--- src/rtl/pwm_duty_meas.sv ---
// PWM receiver: measures period and high time of an incoming PWM line,
// reports duty as a fraction of 128 and flags a line stuck high or low.
module pwm_duty_meas #(
    parameter int CNT_W   = 13,
    parameter int TIMEOUT = 8000
) (
    input  logic             i_clk,
    input  logic             i_rst,
    input  logic             i_en,
    input  logic             i_pwm,
    output logic [6:0]       o_duty,
    output logic [CNT_W-1:0] o_period,
    output logic             o_valid,
    output logic             o_stuck,
    output logic             o_drop
);

    localparam logic [CNT_W-1:0] TMO    = CNT_W'(TIMEOUT);
    localparam logic [CNT_W-1:0] TMO_M1 = CNT_W'(TIMEOUT - 1);

    typedef enum logic [1:0] {
        SEEK,
        HIGH,
        LOW
    } state_t;

    state_t state_q;
    state_t state_d;

    logic s1;
    logic s2;
    logic s3;
    logic rise;
    logic fall;

    logic [CNT_W-1:0] p;
    logic [CNT_W-1:0] p_nx;
    logic [CNT_W-1:0] hi;

    logic [CNT_W-1:0] r;
    logic [CNT_W-1:0] d;
    logic [6:0]       q;
    logic [2:0]       cnt;
    logic             busy;

    logic [CNT_W:0]   r2;
    logic             ge;
    logic [CNT_W-1:0] r_nx;
    logic [6:0]       q_nx;

    logic tmo;
    logic start;
    logic drop;

    assign rise = s2 & ~s3;
    assign fall = ~s2 & s3;

    // one restoring-division step; r < d always holds, so r_nx fits CNT_W
    always_comb begin
        r2   = {r, 1'b0};
        ge   = (r2 >= {1'b0, d});
        r_nx = ge ? CNT_W'(r2 - {1'b0, d}) : r2[CNT_W-1:0];
        q_nx = {q[5:0], ge};
    end

    always_comb begin
        state_d = state_q;
        start   = 1'b0;
        drop    = 1'b0;
        tmo     = i_en && !rise && !fall && (p == TMO_M1);
        if (!i_en || tmo) begin
            state_d = SEEK;
        end else begin
            unique case (state_q)
                SEEK: if (rise) state_d = HIGH;
                HIGH: if (fall) state_d = LOW;
                LOW: begin
                    if (rise) begin
                        state_d = HIGH;
                        start   = !busy;
                        drop    = busy;
                    end
                end
                default: state_d = SEEK;
            endcase
        end
    end

    // timer counts the whole period in HIGH/LOW, time since last edge in SEEK
    always_comb begin
        if (!i_en) begin
            p_nx = '0;
        end else if (rise) begin
            p_nx = CNT_W'(1);
        end else if (fall && state_q == SEEK) begin
            p_nx = '0;
        end else if (p == TMO) begin
            p_nx = p;
        end else begin
            p_nx = p + CNT_W'(1);
        end
    end

    always_ff @(posedge i_clk) begin
        if (i_rst) begin
            s1       <= 1'b0;
            s2       <= 1'b0;
            s3       <= 1'b0;
            state_q  <= SEEK;
            p        <= '0;
            hi       <= '0;
            r        <= '0;
            d        <= '0;
            q        <= '0;
            cnt      <= '0;
            busy     <= 1'b0;
            o_duty   <= '0;
            o_period <= '0;
            o_valid  <= 1'b0;
            o_stuck  <= 1'b0;
            o_drop   <= 1'b0;
        end else begin
            s1      <= i_pwm;
            s2      <= s1;
            s3      <= s2;
            state_q <= state_d;
            p       <= p_nx;
            o_valid <= 1'b0;
            o_drop  <= drop;
            if (i_en && state_q == HIGH && fall) begin
                hi <= p;
            end
            if (!i_en || tmo) begin
                busy <= 1'b0;
                if (tmo) begin
                    o_duty   <= s2 ? 7'd127 : 7'd0;
                    o_period <= '0;
                    o_stuck  <= 1'b1;
                    o_valid  <= 1'b1;
                end
            end else if (start) begin
                r    <= hi;
                d    <= p;
                q    <= '0;
                cnt  <= '0;
                busy <= 1'b1;
            end else if (busy) begin
                r   <= r_nx;
                q   <= q_nx;
                cnt <= cnt + 3'd1;
                if (cnt == 3'd6) begin
                    busy     <= 1'b0;
                    o_duty   <= q_nx;
                    o_period <= d;
                    o_stuck  <= 1'b0;
                    o_valid  <= 1'b1;
                end
            end
        end
    end

endmodule

--- config.mk ---
export PLATFORM = sky130hd
export DESIGN_NAME = pwm_duty_meas
export DESIGN_NICKNAME = d
export VERILOG_FILES = /design/src/rtl/pwm_duty_meas.sv
export SDC_FILE = /design/constraint.sdc
export NUM_CORES = 1
export LEC_CHECK = 0
export CAP_MARGIN = 10
export CORE_AREA = 3 3 102 104
export DETAILED_ROUTE_END_ITERATION = 8
export DIE_AREA = 0 0 105 107
export HOLD_SLACK_MARGIN = 0.12
export PLACE_DENSITY_LB_ADDON = 0.08
export SYNTH_ARGS = -nofsm -noshare
export SYNTH_HDL_FRONTEND = slang
export SYNTH_SLANG_ARGS = --single-unit
--- constraint.sdc ---
create_clock -name i_clk -period 5.03 [get_ports i_clk]
set_input_delay 0.7545 -clock i_clk [delete_from_list [all_inputs] [get_ports i_clk]]
set_output_delay 0.7545 -clock i_clk [all_outputs]
set_load 0.01 [all_outputs]
==> qor.yml, run 1 <==
status: "finished, final reports clean"
synth_seq_cells: 90
required_ns: 5.33
insertion_delay_ns: 0.37
vias: 3941
fp.dieArea_um2: 11200
syn_area_um2: 4450
htreeDepth: 3
nNetsFinal: 581
grt_pass1_wl_um: 18600
hold_violations: 0
holdBufCountCts: 0
antenna_found_initial: 0
rsz0062_at_grt: "no"
synth_cells: 548
layout-drive-gt1-share_pct: 6.56
grt_overflow: 0
dpl_cell_area_um2: 4780
p_leak_nw: 1.69
cts_root_buf: "clkbuf_8"
register_area_um2: 1800
min_path_type: "reg2reg"
wire_per_inst_um: 16.3
hp-start: "s1"
synth.yosys.warnings: 0
synth_nets: 570
fin_setup_tns_ns: 0
worstSetupEndpointType: "flop"
initialDrtViolationCount: 220
grt_max_degree: 78
final_antenna_net_count: 0
die_w_um: 105
fin_area_um2: 4960
setup_viol: 0
crit_type: "in2reg"
p_total_mw: 1.21
drv_slew: 0
fillCellCount: 1006
final_common_cell: "dfxtp_1"
antenna_cells: 0
cp-start-kind: "primary input"
rows: 36
fin_crit_ns: 3.05
drc: 0
via_per_inst: 5.65
maxSlewHeadroom_pct: 28.9
drv_cap: 0
crit_arrival_ns: 3.34
synth-edff-count: 0
whs_ns: 0.442
multi_input_area_um2: 2430
layout_common_cells: "dfxtp_1, nand2_1, a21oi_1, nor2_1, nand3_1"
cts_resized: 0
cts-buffers-inserted: 9
syn_to_final_growth_pct: 11.5
dp_hpwl_um: 8190
power_density_nw_per_um2: 244
grtUsageTotal_pct: 20.8
clockBufferDepth: 2
io_pins: 27
synth_flop_cell: "dfxtp_1"
portBuffers: 26
min_period_over_period_pct: 60.6
core_um2: 9640
drt-pass1-iter-count: 4
cts_sinks: 90
clock_skew_ns: 0.0176
cp-startpoint: "i_en"
cts_tree: "built"
ys_types: 65
tightest_slew_ns: 1.07
ys_seq_area_share_pct: 40.5
grt_pass1_vias: 3581
synthArstFlopShare_pct: 0
crit_fanout: 23
regToRegStartpoint: "r[0]"
cts_setup_buffers: 0
clk_pin_slew_ns: 0.09
place_congestion: 0.839
die_h_um: 107
ir_drop_v: 0.000132
clock.fmax_mhz: 328
start_util_pct: 46.2
syn_area_per_cell_um2: 8.12
wirelength_um: 11300
-- layout make-up --
cell class	instances	share of cell area, %
multi-input combinational	404	49.0
clock inverter	6	0.958
clock buffer	10	2.77
timing repair buffer	30	5.75
sequential	90	36.3
tap	133	3.35
inverter	24	1.82
-- registers in the layout, indices dropped and copies added, names as in the netlist --
register,count
busy,1
cnt,3
d,13
hi,13
o_drop,1
o_duty,7
o_period,13
o_stuck,1
o_valid,1
p,13
q,6
r,13
s1,1
s2,1
s3,1
state_q,2
-- cell families (layout without fill, tap and decap cells) --
kind of cell	after synthesis	in the layout	synth area share [%]
muxes	6	6	1.43
adders and majority gates	18	18	5.23
xor gates and xnor gates	14	14	2.76
and+or+nand+nor	233	233	25.2
buffers and inverters	54	70	4.84
AOI/OAI and AO/OA	133	133	20.1
DFF	90	90	40.5
-- final timing paths --
path / end / slack [ns] / depth (start not counted)
min: s2 / 0.44 / 1
min reg2reg: s2 / 0.44 / 1
max reg2reg: r[5] / 2.37 / 8
max: o_period[5] / 1.98 / 6
-- power by group --
group / internal, mW / switching [mW] / total [mW]
Sequential: 0.714 / 0.00267 / 0.716
Clock: 0.197 / 0.268 / 0.465
Combinational: 0.00669 / 0.0205 / 0.0272
Total: 0.918 / 0.291 / 1.21
-- critical path, stage by stage --
cell and delay, ns:
clkdlybuf4s50_1 0.92, nand4_1 0.40, o31a_1 0.38, nor2_1 0.62
a22oi_1 0.14, nor2_1 0.12
-- Yosys cell counts (2+ instances only) --
library cell | n | area, um2
o22ai_1 | 5 | 31.3
nor3_1 | 7 | 35.0
clkbuf_1 | 22 | 82.6
a21oi_1 | 58 | 290
nand3_1 | 41 | 205
nand4_1 | 4 | 25.0
nand2b_1 | 7 | 43.8
a221oi_1 | 2 | 17.5
a211oi_1 | 8 | 60.1
nor2_1 | 53 | 199
dfxtp_1 | 90 | 1800
o21ai_0 | 9 | 45.0
o311ai_0 | 2 | 17.5
xnor2_1 | 5 | 43.8
nand2_1 | 76 | 285
mux2i_1 | 3 | 30.0
a22oi_1 | 11 | 82.6
o31a_1 | 2 | 17.5
nand3b_1 | 2 | 15.0
nand4b_1 | 6 | 52.6
xor2_1 | 9 | 78.8
ha_1 | 17 | 213
or3_1 | 3 | 18.8
mux2_2 | 3 | 33.8
and3_1 | 10 | 62.6
nor2b_1 | 7 | 43.8
o41ai_1 | 2 | 17.5
inv_1 | 24 | 90.1
buf_1 | 3 | 11.3
buf_2 | 4 | 20.0
a311oi_1 | 2 | 17.5
o21a_1 | 3 | 22.5
a31oi_1 | 9 | 56.3
and2_1 | 4 | 25.0
a2111o_1 | 2 | 22.5
o211ai_1 | 4 | 30.0
-- per-layer routing --
layer	part of all wire [%]	vias to the layer above	track usage, %
met5	0	-	0
met2	46	83	33.1
li1	-	1959	-
met1	50	1890	29.4
met4	1.1	0	5.62
met3	3.6	9	3.13
-- per-stage QoR --
| step | utilization [%] | instances | setup slack (ns) |
|---|---|---|---|
| after floorplan | - | 548 | 2.63 |
| after global routing | 51.5 | 697 | 1.68 |
| final | 51.5 | 697 | 1.98 |
| after detailed placement | 49.6 | 681 | 1.60 |
| after CTS | 51.5 | 697 | 2.00 |
| after global placement | 49.6 | 681 | 1.66 |
(Power assumes the default switching activity.)
==> run 2, diff against run 1 <==
==> constraint.sdc (replaced) <==
create_clock -name i_clk -period 2.74 [get_ports i_clk]
set_input_delay 0.411 -clock i_clk [delete_from_list [all_inputs] [get_ports i_clk]]
set_output_delay 0.411 -clock i_clk [all_outputs]
set_load 0.01 [all_outputs]
==> run 2 against run 1 <==
  * Sequential share of layout area is 0.77 points lower
  * Final area is 2.2% higher
  * Global-route usage is 0.92 points higher
  * Critical endpoint is now r[5]
  * Clock skew is 0.0032 ns lower
  * Worst hold slack worse by 0.054 ns
  * Total power is 88% higher
  * Clock power is 94% higher
  * Non-clock buffer count is 13 higher
  * Flip-flop and latch count stayed put
  * Clock-buffer cell count is 1 lower
  * Critical path depth is 2 higher
  * Sequential power is 83% higher
==> qor.yml, run 2 (same netlist as run 1, synthesis figures left out) <==
initialDrtViolationCount: 234  # +6.4%
worstPathCellList: "inv_1 -> fa_1 -> and2b_1 -> o22a_4 -> o2111ai_4 -> and3_1 -> or3b_1 -> a221oi_2"
maxSlewHeadroom_pct: 46.0  # +17 points
place_congestion: 0.838  # -0.17%
multi_input_area_um2: 2440  # +0.15%
worstSetupEndpointType: "flop"
antenna_found_initial: 0  # unchanged
power_density_nw_per_um2: 448  # +84%
rows: 36  # unchanged
drt-pass1-iter-count: 5  # +1
grt_pass1_vias: 3766  # +5.2%
portBuffers: 26  # unchanged
nNetsFinal: 594  # +2.2%
critPathTopFamily: "simple AND/OR/NAND/NOR gates"
register_area_um2: 1800  # unchanged
layout_common_cells: "dfxtp_1, nand2_1, a21oi_1, nor2_1, nand3_1"
via_per_inst: 5.48  # -3.0%
hold_depth: 3  # +2
fp.dieArea_um2: 11200  # unchanged
drv_cap: 0  # unchanged
layout-drive-gt1-share_pct: 8.84  # +2.3 points
fillCellCount: 974  # -3.2%
crit_type: "reg2reg"
grtUsageTotal_pct: 21.7  # +0.92 points
io_pins: 27  # unchanged
fin_setup_tns_ns: 0  # unchanged
min_period_over_period_pct: 94.4
required_ns: 3.04  # -2.29 ns
cts_setup_buffers: 0  # unchanged
vias: 3893  # -1.2%
slowest_stage: "fa_1"
final_antenna_net_count: 0  # unchanged
clockBufferDepth: 2  # unchanged
reg2regPathDepth: 8  # unchanged
die_w_um: 105  # unchanged
p_leak_nw: 1.75  # +3.9%
crit_fanout: 10  # -57%
tightest_slew_ns: 0.810  # -0.255 ns
ir_drop_v: 0.000348  # +160%
regToRegStartpoint: "r[0]"
crit_buf_inv: 1  # unchanged
grt_overflow: 0  # unchanged
cp-start-kind: "flop"
start_util_pct: 46.2  # unchanged
drv_slew: 0  # unchanged
final_common_cell: "dfxtp_1"
cts_root_buf: "clkbuf_8"
ff2ff_setup_slack_ns: 0.15  # -2.22 ns
core_um2: 9640  # unchanged
cts_tree: "built"
drc: 0  # unchanged
fin_crit_ns: 2.59
crit_arrival_ns: 2.88  # -0.46 ns
cts-buffers-inserted: 9  # unchanged
wire_per_inst_um: 16.3  # +0.30%
min_path_type: "in2reg"
setup_viol: 0  # unchanged
fin_area_um2: 5070  # +2.2%
antenna_cells: 0  # unchanged
worst_hold_path.endpoint: "cnt[1]"
path_depth: 8  # +2
htreeDepth: 3  # unchanged
die_h_um: 107  # unchanged
critPathMaxStageDelay_ns: 0.46  # -0.46 ns
insertion_delay_ns: 0.37  # about the same
hold_violations: 0  # unchanged
cts_sinks: 90  # unchanged
dpl_cell_area_um2: 4870  # +2.0%
dp_hpwl_um: 8460  # +3.3%
grt_max_degree: 77  # -1.3%
status: "finished, final reports clean"
clock.fmax_mhz: 386
wirelength_um: 11600  # +2.2%
clock_skew_ns: 0.0144  # -0.00323 ns
grt_pass1_wl_um: 19300  # +3.8%
rsz0062_at_grt: "no"
clk_pin_slew_ns: 0.11  # +0.02 ns
hp-start: "i_rst"
r2r-end: "r[5]"
syn_to_final_growth_pct: 13.9
-- run 2: worst max path at each step --
stage / from / slack, ns / end
CTS: d[8] / 0.14 / r[5]
detailed placement: d[8] / 0.17 / r[5]
floorplan: r[0] / 0.34 / r[5]
global placement: r[0] / 0.24 / r[5]
finish: r[0] / 0.15 / r[5]
global route: r[0] / 0.02 / r[5]
-- run 2: report_power, final --
| part | switching [mW] | leakage (nW) | internal, mW | total (mW) |
|---|---|---|---|---|
| Combinational | 0.0399 | 0.933 | 0.0152 | 0.0552 |
| Clock | 0.545 | 0.0962 | 0.357 | 0.902 |
| Sequential | 0.00298 | 0.725 | 1.31 | 1.31 |
| Total | 0.588 | 1.75 | 1.68 | 2.27 |
-- run 2: area by class of cell --
cell class | instances | share of cell area (%)
Tap cell | 133 | 3.28
Clock inverter | 7 | 1.33
Timing Repair Buffer | 43 | 7.55
Sequential cell | 90 | 35.5
Multi-Input combinational cell | 404 | 48.1
Clock buffer | 9 | 2.44
Inverter | 24 | 1.78
-- run 2: worst min-delay path, cell delays in order --
cell and delay, ns:
buf_2 0.09, inv_1 0.08, and2_1 0.14
-- run 2: metal layers --
metal / track usage [%] / up-vias / share of wire (%)
li1: - / 1988 / -
met1: 30.0 / 1837 / 50
met2: 34.9 / 54 / 46
met3: 3.55 / 14 / 2.4
met4: 6.56 / 0 / 1.3
met5: 0 / - / 0
-- run 2: through the flow --
stage                     power (mW)  utilization [%]  hold slack (ns)  setup slack, ns  cells
after floorplan                 1.38                -            0.414            0.340    548
after global placement          1.40             50.6            0.419            0.244    694
after detailed placement        1.40             50.6            0.436            0.172    694
after CTS                       2.30             52.6            0.367            0.135    710
after global routing            2.36             52.6            0.385           0.0191    710
final                           2.27             52.6            0.389            0.153    710
-- run 2: repair_timing --
action | in CTS | in global routing
hold buffers | 0 | 0
gates resized for setup | 0 | 1
setup endpoints to repair | 0 | 1
endpoints found under the hold margin | 0 | 0
==> run 3, diff against run 2 <==
--- a/config.mk
+++ b/config.mk
@@ -6,9 +6,9 @@
 export NUM_CORES = 1
 export LEC_CHECK = 0
 export CAP_MARGIN = 10
-export CORE_AREA = 3 3 102 104
+export CORE_AREA = 3 3 113 94
 export DETAILED_ROUTE_END_ITERATION = 8
-export DIE_AREA = 0 0 105 107
+export DIE_AREA = 0 0 116 97
 export HOLD_SLACK_MARGIN = 0.12
 export PLACE_DENSITY_LB_ADDON = 0.08
 export SYNTH_ARGS = -nofsm -noshare
==> run 3 against run 2 <==
  * Non-clock buffer count did not move
  * Total power up 19%
  * Sequential share of layout area decreased by 0.91 points
  * Clock power increased by 47%
  * Maximum frequency grew 0.94%
  * Clock-buffer cell count is 1 higher
  * Core utilization up 2.0 points
==> qor.yml, run 3 (same netlist as run 1, synthesis figures left out) <==
status: "finished, final reports clean"
required_ns: 2.93  # -0.11 ns
clock.fmax_mhz: 390  # +0.94%
die_h_um: 97  # -9.3%
grt_max_degree: 77  # unchanged
fin_setup_tns_ns: 0  # unchanged
clock_skew_ns: 0.00660  # -0.00781 ns
tightest_slew_ns: 0.801  # -0.00898 ns
layout_setup_ws_ns: 0.177  # +0.0241 ns
dp_hpwl_um: 8810  # +4.2%
worstSetupEndpointType: "flop"
p_leak_nw: 1.81  # +3.4%
ir_drop_v: 0.000452  # +30%
layout-drive-gt1-share_pct: 8.84  # unchanged
drv_slew: 0  # unchanged
clk_pin_slew_ns: 0.06  # -0.05 ns
final_common_cell: "dfxtp_1"
hp-start: "d[12]"
min_period_over_period_pct: 93.6  # -0.88 points
antenna_found_initial: 0  # unchanged
core_um2: 9530  # -1.1%
setup_viol: 0  # unchanged
place_ws_ns: 0.167  # -0.00473 ns
cts-buffers-inserted: 9  # unchanged
power_density_nw_per_um2: 519  # +16%
grt_pass1_wl_um: 20300  # +5.1%
crit_fanout: 4  # -6
start_util_pct: 46.7  # +0.53 points
rsz0062_at_grt: "no"
cts_sinks: 90  # unchanged
initialDrtViolationCount: 320  # +37%
crit_type: "reg2reg"
clockBufferDepth: 2  # unchanged
final_antenna_net_count: 0  # unchanged
hold_depth: 2  # -1
layout_common_cells: "dfxtp_1, nand2_1, a21oi_1, nor2_1, nand3_1"
crit_arrival_ns: 2.76  # -0.12 ns
drt-pass1-iter-count: 6  # +1
regToRegStartpoint: "d[6]"
io_pins: 27  # unchanged
grt_overflow: 0  # unchanged
worst_hold_path.endpoint: "d[12]"
drv_cap: 0  # unchanged
fp.dieArea_um2: 11300  # +0.15%
die_w_um: 116  # +10%
via_per_inst: 5.74  # +4.6%
grtUsageTotal_pct: 22.9  # +1.2 points
syn_to_final_growth_pct: 16.9
wire_per_inst_um: 17.6  # +8.1%
drc: 0  # unchanged
insertion_delay_ns: 0.34  # -0.03 ns
min_path_type: "reg2reg"
hold_violations: 0  # unchanged
reg2regPathDepth: 7  # -1
fin_crit_ns: 2.56  # -0.0241 ns
r2r-end: "r[11]"
cts_tree: "built"
place_congestion: 0.812  # -3.1%
cts_root_buf: "clkbuf_16"
nNetsFinal: 594  # unchanged
ff2ff_setup_slack_ns: 0.18  # +0.02 ns
grt_pass1_vias: 3829  # +1.7%
htreeDepth: 3  # unchanged
vias: 3993  # +2.6%
antenna_cells: 0  # unchanged
cts_setup_buffers: 0  # unchanged
wirelength_um: 12300  # +6.0%
whs_ns: 0.455  # +0.0661 ns
rows: 32  # -11%
maxSlewHeadroom_pct: 46.6  # +0.60 points
portBuffers: 26  # unchanged
cp-start-kind: "flop"
## run 3: how the worst max path moves through the flow
stage	endpoint	startpoint	slack [ns]	cells past startpoint
2_1_floorplan	r[5]	r[0]	0.34	9
3_3_place_gp	r[1]	d[11]	0.23	8
3_5_place_dp	r[5]	r[0]	0.17	8
4_1_cts	r[5]	r[0]	0.15	8
5_1_grt	r[12]	d[0]	0.03	7
6_report	r[11]	d[6]	0.18	7
## run 3: final cells by class
| type | instances | area, um2 |
|---|---|---|
| clock buffers | 10 | 229 |
| clock inverters | 6 | 90.1 |
| fillers | 927 | 4330 |
| inverters | 24 | 90.1 |
| multi-input cells | 404 | 2450 |
| flip-flops and latches | 90 | 1800 |
| well taps | 119 | 149 |
| repair buffers | 43 | 395 |
## run 3: routing by layer
layer / vias to the layer above / routed length (um) / global-route usage (%)
met5: - / 0 / 0
met4: 0 / 82 / 3.48
met3: 9 / 728 / 6.19
met2: 112 / 5350 / 33.5
met1: 1892 / 6130 / 34.3
li1: 1980 / - / -
## run 3: metrics by stage
| step | std cells | total power [mW] | area, um2 | utilization [%] |
|---|---|---|---|---|
| after floorplan | 548 | 1.38 | 4450 | - |
| after global placement | 680 | 1.40 | 4870 | 51.1 |
| after detailed placement | 680 | 1.40 | 4870 | 51.1 |
| after CTS | 696 | 2.73 | 5190 | 54.5 |
| after global routing | 696 | 2.79 | 5200 | 54.6 |
| final | 696 | 2.70 | 5200 | 54.6 |
## run 3: critical path, cell delays in order, from the launching register on
cell and delay, ns:
dfxtp_1 0.39, inv_1 0.08, ha_1 0.34, a2111o_1 0.43, o22ai_1 0.36, mux2_2 0.39, nor4_1 0.31, o41ai_1 0.12
## run 3: power breakdown
group,internal (mW),switching (mW)
sequential,1.31,0.00463
clock,0.803,0.528
combinational,0.0153,0.0392
total,2.13,0.572
## run 3: timing repair
item / CTS / global route
endpoints found under the setup margin: 0 / 2
resized for setup: 0 / 4
hold buffers: 0 / 0
